### config.mk
export PLATFORM = sky130hd
export DESIGN_NAME = mul_bitlen_frontend
export DESIGN_NICKNAME = d
export VERILOG_FILES = /design/src/rtl/mul_bitlen_frontend.sv
export SDC_FILE = /design/constraint.sdc
export NUM_CORES = 1
export LEC_CHECK = 0
export ABC_AREA = 1
export BUFFER_PORTS_ARGS = -buffer_cell sky130_fd_sc_hd__buf_4
export CORE_MARGIN = 4
export CORE_UTILIZATION = 53
export CTS_CLUSTER_SIZE = 14
export DETAILED_ROUTE_END_ITERATION = 16
export HOLD_SLACK_MARGIN = 0.15
export PLACE_DENSITY = 0.81
export SLEW_MARGIN = 20
export SYNTH_ARGS = -nofsm -noshare
export SYNTH_HDL_FRONTEND = slang
export SYNTH_SLANG_ARGS = --single-unit
### constraint.sdc
create_clock -name clk_i -period 8.1 [get_ports clk_i]
set_input_delay 1.215 -clock clk_i [delete_from_list [all_inputs] [get_ports clk_i]]
set_output_delay 1.215 -clock clk_i [all_outputs]
set_load 0.01 [all_outputs]
### src/rtl/mul_bitlen_frontend.sv
// Reducer front end: iterative radix-2^DIGIT_LENGTH multiply plus modulus bit length.
// Result appears NUM_DIGITS+1 cycles after accept; start_i is ignored unless ready_o is high.
module mul_bitlen_frontend #(
  parameter int DATA_LENGTH  = 64,
  parameter int OP_LENGTH    = 32,
  parameter int DIGIT_LENGTH = 8
) (
  input  logic                   clk_i,
  input  logic                   rst_ni,
  input  logic                   start_i,
  input  logic [OP_LENGTH-1:0]   a_i,
  input  logic [OP_LENGTH-1:0]   b_i,
  input  logic [DATA_LENGTH-1:0] m_i,
  output logic                   ready_o,
  output logic [DATA_LENGTH-1:0] x_o,
  output logic [DATA_LENGTH-1:0] m_o,
  output logic [DATA_LENGTH-1:0] m_bl_o,
  output logic                   bad_mod_o,
  output logic                   valid_o
);

  localparam int NUM_DIGITS = OP_LENGTH / DIGIT_LENGTH;
  localparam int CNT_W      = (NUM_DIGITS > 1) ? $clog2(NUM_DIGITS) : 1;
  localparam int ACC_W      = 2 * OP_LENGTH;
  localparam int PP_W       = OP_LENGTH + DIGIT_LENGTH;

  typedef enum logic [1:0] {IDLE, MUL, DONE} state_e;

  state_e                 state_q, state_d;
  logic [OP_LENGTH-1:0]   a_q, a_d, b_q, b_d;
  logic [ACC_W-1:0]       acc_q, acc_d;
  logic [CNT_W-1:0]       cnt_q, cnt_d;
  logic [DATA_LENGTH-1:0] x_q, x_d, m_q, m_d, m_bl_q, m_bl_d;
  logic                   bad_q, bad_d;

  int                     shamt;
  logic [DIGIT_LENGTH-1:0] digit;
  logic [PP_W-1:0]        pp;
  logic [ACC_W-1:0]       sum;
  logic [DATA_LENGTH-1:0] m_bl_enc;

  // One digit of b per cycle, shifted into place and accumulated.
  always_comb begin
    shamt = int'(cnt_q) * DIGIT_LENGTH;
    digit = DIGIT_LENGTH'(b_q >> shamt);
    pp    = PP_W'(a_q) * PP_W'(digit);
    sum   = acc_q + (ACC_W'(pp) << shamt);
  end

  // Priority encode: the highest set bit wins because it is visited last.
  always_comb begin
    m_bl_enc = '0;
    for (int i = 0; i < DATA_LENGTH; i++) begin
      if (m_i[i]) m_bl_enc = DATA_LENGTH'(i + 1);
    end
  end

  always_comb begin
    state_d = state_q;
    a_d     = a_q;
    b_d     = b_q;
    acc_d   = acc_q;
    cnt_d   = cnt_q;
    x_d     = x_q;
    m_d     = m_q;
    m_bl_d  = m_bl_q;
    bad_d   = bad_q;
    unique case (state_q)
      IDLE: begin
        if (start_i) begin
          a_d     = a_i;
          b_d     = b_i;
          m_d     = m_i;
          m_bl_d  = m_bl_enc;
          bad_d   = ~|m_i[DATA_LENGTH-1:1];
          acc_d   = '0;
          cnt_d   = '0;
          state_d = MUL;
        end
      end
      MUL: begin
        acc_d = sum;
        cnt_d = cnt_q + 1'b1;
        if (cnt_q == CNT_W'(NUM_DIGITS - 1)) begin
          x_d     = DATA_LENGTH'(sum);
          state_d = DONE;
        end
      end
      DONE:    state_d = IDLE;
      default: state_d = IDLE;
    endcase
  end

  always_ff @(posedge clk_i or negedge rst_ni) begin
    if (!rst_ni) begin
      state_q <= IDLE;
      a_q     <= '0;
      b_q     <= '0;
      acc_q   <= '0;
      cnt_q   <= '0;
      x_q     <= '0;
      m_q     <= '0;
      m_bl_q  <= '0;
      bad_q   <= 1'b0;
    end else begin
      state_q <= state_d;
      a_q     <= a_d;
      b_q     <= b_d;
      acc_q   <= acc_d;
      cnt_q   <= cnt_d;
      x_q     <= x_d;
      m_q     <= m_d;
      m_bl_q  <= m_bl_d;
      bad_q   <= bad_d;
    end
  end

  assign ready_o   = (state_q == IDLE);
  assign valid_o   = (state_q == DONE);
  assign x_o       = x_q;
  assign m_o       = m_q;
  assign m_bl_o    = m_bl_q;
  assign bad_mod_o = bad_q;

endmodule
==> impl_metrics.yaml, run 1 <==
synthesis:
  synth_compound_area_share_pct: 11.5
  synth_area_um2: 21900
  syn_avg_cell_area_um2: 7.95
  ys_seq_area_share_pct: 30.5
  synth_cell_types: 59
  muxShareOfSynthArea_pct: 0.823
  synth_edf_count: 0
  yosys-top-cells-area: "dfrtp_1 (31%), fa_1 (17%), nand2_1 (13%)"
  synth_top_area_cell: "dfrtp_1"
  yosys.area_share.simple_pct: 20.2
  postSynth.asyncResetShare_pct: 100
  synthXorXnorAreaFrac_pct: 3.60
  ys_seq_elements: 267
  synthesis.instances: 2751
  yosysWarnings: 0
  ys.flop_type: "dfrtp_1"
  synth_top_family_by_area: "adder cells"
  synthAdderAreaFrac_pct: 23.6
  yosys.area.top_type_share_pct: 30.5
drt:
  vias: 20900
  ant_nets: 0
  drt_wl_total_mm: 70.6
  drc: 0
  wl_per_cell_um: 18.3
  drt-pass1-iter-count: 5
  drtIter0Drc: 1647
  via_per_inst: 5.40
finish:
  insertedDiodeCount: 0
  area_growth_pct: 33.2
  nets: 3745
  layout-drive-gt1-share_pct: 27.7
  nFillCells: 3045
sta:
  tightestPinTransition_ps: 1030
  finalHoldViolCount: 0
  setup_ws_ps: -675
  relSlewSlack_pct: 31.1
  rsz0062_at_grt: "true"
  min_period_ps: 8770
  fmax_mhz: 114
  setup_viol: 49
  report.final.slew_viol_count: 0
  period_share_pct: 108
  skew_ps: 44.3
setup_path:
  worst-path-max-fanout: 7
  crit_family: "adder cells"
  critPathLaunchType: "register"
  cp.arrival_ps: 9220
  critical_path.slowest_cell: "fa_1"
  cpPeakStageDelay_ps: 570
  end_kind: "register"
  crit_type: "register to register"
  cp.required_ps: 8550
  path_buf_inv: 12
clock_network:
  numCtsBuffers: 31
  cts_tree: "done"
  cts_htree_levels: 1
  clk_pin_slew_ps: 60
  root_buffer: "clkbuf_16"
  cts_max_path_buffers: 3
  clock_latency_ps: 600
  postCtsHoldBufs: 0
  clock-sinks: 267
run_status:
  status: "finished with violations"
  violations: "negative setup slack"
global_route:
  first_global_vias: 21300
  gr-total-overflow: 0
  grt_pass1_wl_mm: 107
  grt_max_degree: 118
  grt_antenna_before_repair: 0
  grtUsageTotal_pct: 29.5
placement:
  pre_cts_slack_ps: -659
  hpwl_mm: 52.9
  gp_congestion: 0.965
  io_buffers: 268
die:
  chipHeight_um: 211
  coreArea_um2: 40800
  rows: 74
  die_w_um: 211
  die_area_um2: 44600
  num_io_pins: 326
  start_util_pct: 53.6
job:
  cap_violations: 0
worst_hold_path:
  min_path_type: "register to register"
==> cell usage in the layout, fill, tap and decap left out, types with 28 or more instances in the layout <==
master / count
dfrtp_1: 265
o21ai_0: 218
buf_4: 598
fa_1: 179
nand3_1: 50
xnor2_1: 35
nor2_1: 205
nand2_1: 743
clkbuf_16: 37
a21oi_2: 28
inv_1: 313
nand2_2: 49
o21ai_1: 39
ha_1: 111
xor2_1: 30
a21oi_1: 84
conb_1: 57
==> path summary, 6_finish.rpt <==
check                           cells past startpoint         to      start  slack (ps)
worst max-delay path                               58  acc_q[60]   cnt_q[0]        -670
worst min-delay path                                1  m_bl_o[4]  m_bl_o[4]         480
worst max register to register                     58  acc_q[60]   cnt_q[0]        -670
worst min register to register                      1  m_bl_o[4]  m_bl_o[4]         480
max in group asynchronous                           2    b_q[12]     rst_ni        6020
min in group asynchronous                           1     x_o[7]     rst_ni         600
==> synth_stat cells (4+ instances only) <==
cell type / n
ha_1: 124
nor3_1: 14
nand2_2: 19
nand3_1: 67
or2_1: 5
a21oi_2: 5
nand2_1: 784
xor2_1: 44
o21bai_1: 6
clkbuf_1: 89
buf_4: 59
a32o_1: 8
inv_2: 5
dfrtp_1: 267
a21oi_1: 113
mux2i_1: 18
a21o_1: 4
nor2_1: 213
a22o_1: 4
xnor2_1: 46
inv_1: 331
o21ai_1: 12
nor4_1: 4
fa_1: 181
buf_1: 9
o21ai_0: 267
a31oi_1: 7
==> final cells by class <==
| cell class | count | area, µm² | share of cell area [%] |
|---|---|---|---|
| Clock buffer | 44 | 925 | 3.17 |
| Clock inverter | 13 | 138 | 0.472 |
| Inverter | 339 | 1300 | 4.45 |
| Multi-Input combinational cell | 2041 | 14400 | 49.4 |
| Sequential cell | 267 | 6680 | 22.9 |
| Tap cell | 532 | 666 | 2.28 |
| Timing Repair Buffer | 628 | 5030 | 17.3 |
| Timing Repair inverter | 1 | 8.76 | 0.0300 |
==> registers in the layout (all words and copies together), names as in the netlist <==
name       flops
bad_mod_o      1
x_o           64
b_q           32
m_o           63
acc_q         64
m_bl_o         7
state_q        2
cnt_q          2
a_q           32
==> metrics by stage <==
step	TNS (ps)	instances	hold slack (ps)	utilization (%)	instance area, µm²
finish	-22850	3865	480	71.4	29200
detailed placement	-22020	3752	468	64.8	26500
global route	-50670	3865	511	71.4	29200
global placement	-12450	3752	464	64.8	26500
CTS	-11670	3825	485	68.2	27800
floorplan	-372	2807	449	-	22300
==> kinds of logic after synthesis <==
group                      count (synthesis)
AOI/OAI and AO/OA                        454
and+or+nand+nor                         1117
buffers and inverters                    499
xor gates and xnor gates                  90
adders and majority gates                305
DFF                                      267
other                                      1
muxes                                     18
==> layer usage <==
layer	routed length (µm)	up-vias	global-route usage, %
met5	0	-	0
met3	5520	226	6.45
met1	25700	10200	34.9
met2	35900	857	52.7
li1	-	9640	-
met4	3470	0	11.3
==> what timing repair did <==
| action | 4_1_cts | 5_1_grt |
|---|---|---|
| setup buffers | 15 | 35 |
| gates resized for setup | 41 | 220 |
| pin swaps | 20 | 55 |
| setup endpoints to repair | 49 | 63 |
| cloned | 1 | 7 |
Power of run 1 is not shown: default switching activity piles up to over one toggle a cycle in this logic, so the estimate is an artifact.
==> run 2: changes to the inputs <==
--- a/config.mk
+++ b/config.mk
@@ -9,9 +9,10 @@
 export BUFFER_PORTS_ARGS = -buffer_cell sky130_fd_sc_hd__buf_4
 export CORE_MARGIN = 4
-export CORE_UTILIZATION = 53
+export CORE_UTILIZATION = 54
+export CTS_BUF_LIST = sky130_fd_sc_hd__clkbuf_4
 export CTS_CLUSTER_SIZE = 14
 export DETAILED_ROUTE_END_ITERATION = 16
 export HOLD_SLACK_MARGIN = 0.15
-export PLACE_DENSITY = 0.81
+export PLACE_DENSITY = 0.82
 export SLEW_MARGIN = 20
 export SYNTH_ARGS = -nofsm -noshare
==> constraint.sdc (replaced) <==
create_clock -name clk_i -period 8.1 [get_ports clk_i]
set_input_delay 0.405 -clock clk_i [delete_from_list [all_inputs] [get_ports clk_i]]
set_output_delay 0.405 -clock clk_i [all_outputs]
set_load 0.01 [all_outputs]
==> run 2 against run 1 <==
- the flow still finishes with violations (negative setup slack)
- critical endpoint unchanged
- register-to-register slack improved by 50 ps
- critical path type unchanged
- flip-flop and latch count unchanged
- largest cell class unchanged
- core utilization rose by 4.4 points
- die area down 1.8%
- wire length is 6.5% higher
- setup slack gained 46 ps
- global-route usage up 2.8 points
==> impl_metrics.yaml, run 2 (synthesized netlist as in run 1, its figures left out) <==
finish:
  layout_common_cells: "nand2_1 (746), buf_4 (579), inv_1 (312), dfrtp_1 (265), o21ai_0 (205)"
  layout_commonest_cell: "nand2_1"
  utilization_pct: 75.8
  nets: 3901
  area_growth_pct: 38.2
  layout-drive-gt1-share_pct: 27.8
  nFillCells: 2699
die:
  num_io_pins: 326
  start_util_pct: 54.8
  coreArea_um2: 39900
  die_w_um: 209
  chipHeight_um: 209
  rows: 73
  die_area_um2: 43800
sta:
  rsz0062_at_grt: "true"
  relSlewSlack_pct: 28.9
  finalHoldViolCount: 0
  min_period_ps: 8730
  skew_ps: 74.3
  period_share_pct: 108
  report.final.slew_viol_count: 0
  setup_ws_ps: -629
  tightestPinTransition_ps: 1070
  setup_viol: 50
  fmax_mhz: 115
clock_network:
  root_buffer: "clkbuf_4"
  clk_pin_slew_ps: 70
  clock-sinks: 267
  clock_latency_ps: 820
  cts_tree: "done"
  numCtsBuffers: 73
  cts_max_path_buffers: 3
  cts_htree_levels: 3
placement:
  hpwl_mm: 52.1
  io_buffers: 268
  pre_cts_slack_ps: -679
  gp_congestion: 0.946
drt:
  drt-pass1-iter-count: 6
  drt_wl_total_mm: 75.2
  vias: 22100
  via_per_inst: 5.47
  wl_per_cell_um: 18.6
  drc: 0
  ant_nets: 0
  drtIter0Drc: 1710
global_route:
  grt_pass1_wl_mm: 115
  first_global_vias: 22900
  grt_antenna_before_repair: 2
  grtUsageTotal_pct: 32.3
  gr-total-overflow: 0
  grt_max_degree: 173
setup_path:
  cp.required_ps: 8750
  end_kind: "register"
  cp_common_cell: "nand2_2"
  reg2reg_depth: 60
  critical_path.slowest_cell: "fa_1"
  rr_endpoint: "acc_q[60]"
  crit_type: "register to register"
  worst-path-max-fanout: 6
  worstSetupStartpoint: "cnt_q[0]"
  reg2reg_slack_ps: -630
  critPathLaunchType: "register"
  reg2reg_from: "cnt_q[0]"
  cpPeakStageDelay_ps: 540
  cp.arrival_ps: 9370
job:
  cap_violations: 0
run_status:
  violations: "negative setup slack"
  status: "finished with violations"
worst_hold_path:
  min_path_type: "input port to asynchronous set/reset pin"
-- run 2: cell types whose count changed in the layout (fill, tap and decap cells not counted), sizes merged --
| cell | change |
|---|---|
| inv | +2 |
| buf | -17 |
| bufbuf | +1 |
| clkbuf | +53 |
| diode | +4 |
| dlygate4sd3 | +134 |
| clkinv | +5 |
-- run 2: worst max-delay path: cells and delay by family, from the launching register on --
kind	cells	cell delay (ps)
fa+ha+maj	6	2390
flops	1	500
compound gates	19	2620
mux	1	120
buf+inv	13	1140
xor+xnor	1	150
simple gates	20	1610
-- run 2: layer usage --
metal | part of all wire, % | up-vias | GRT usage (%)
met5 | 0 | - | 0
met4 | 5.7 | 0 | 16.1
met3 | 8.4 | 318 | 7.76
met2 | 50 | 1165 | 56.1
met1 | 36 | 10600 | 37.6
li1 | - | 9997 | -
-- run 2: final cells by class --
class	count	area [µm²]	share of cell area (%)
Clock inverter	20	134	0.443
Clock buffer	101	758	2.51
Timing Repair Buffer	742	6170	20.4
Inverter	339	1290	4.26
Multi-Input combinational cell	2041	14500	48.1
Tap cell	525	657	2.17
Timing Repair inverter	1	7.51	0.0248
Antenna cell	4	10.0	0.0331
Sequential cell	267	6680	22.1
-- run 2: what timing repair did --
item,in CTS,in global routing
setup endpoints to repair,54,64
hold buffers,134,0
pin swaps,46,70
hold endpoints to repair,230,0
buffers inserted,20,25
resized for setup,93,201
cloned,3,2
-- run 2: worst max-delay path by stage --
| stage | slack (ps) | cells after the start | to |
|---|---|---|---|
| CTS | -430 | 58 | acc_q[60] |
| floorplan | -70 | 58 | x_o[61] |
| global placement | -530 | 53 | x_o[57] |
| detailed placement | -680 | 51 | x_o[57] |
| global route | -1060 | 58 | acc_q[60] |
| finish | -630 | 60 | acc_q[60] |
-- run 2: stage by stage --
step / hold slack, ps / TNS [ps] / instance area (µm²) / instances
final: 235 / -19590 / 30300 / 4040
after global routing: 295 / -41800 / 30200 / 4039
after floorplan: 109 / -372 / 22300 / 2807
after CTS: 241 / -12360 / 29200 / 4009
after global placement: 464 / -13990 / 26300 / 3731
after detailed placement: 468 / -23120 / 26300 / 3731
Power of run 2 is left out for the same reason.
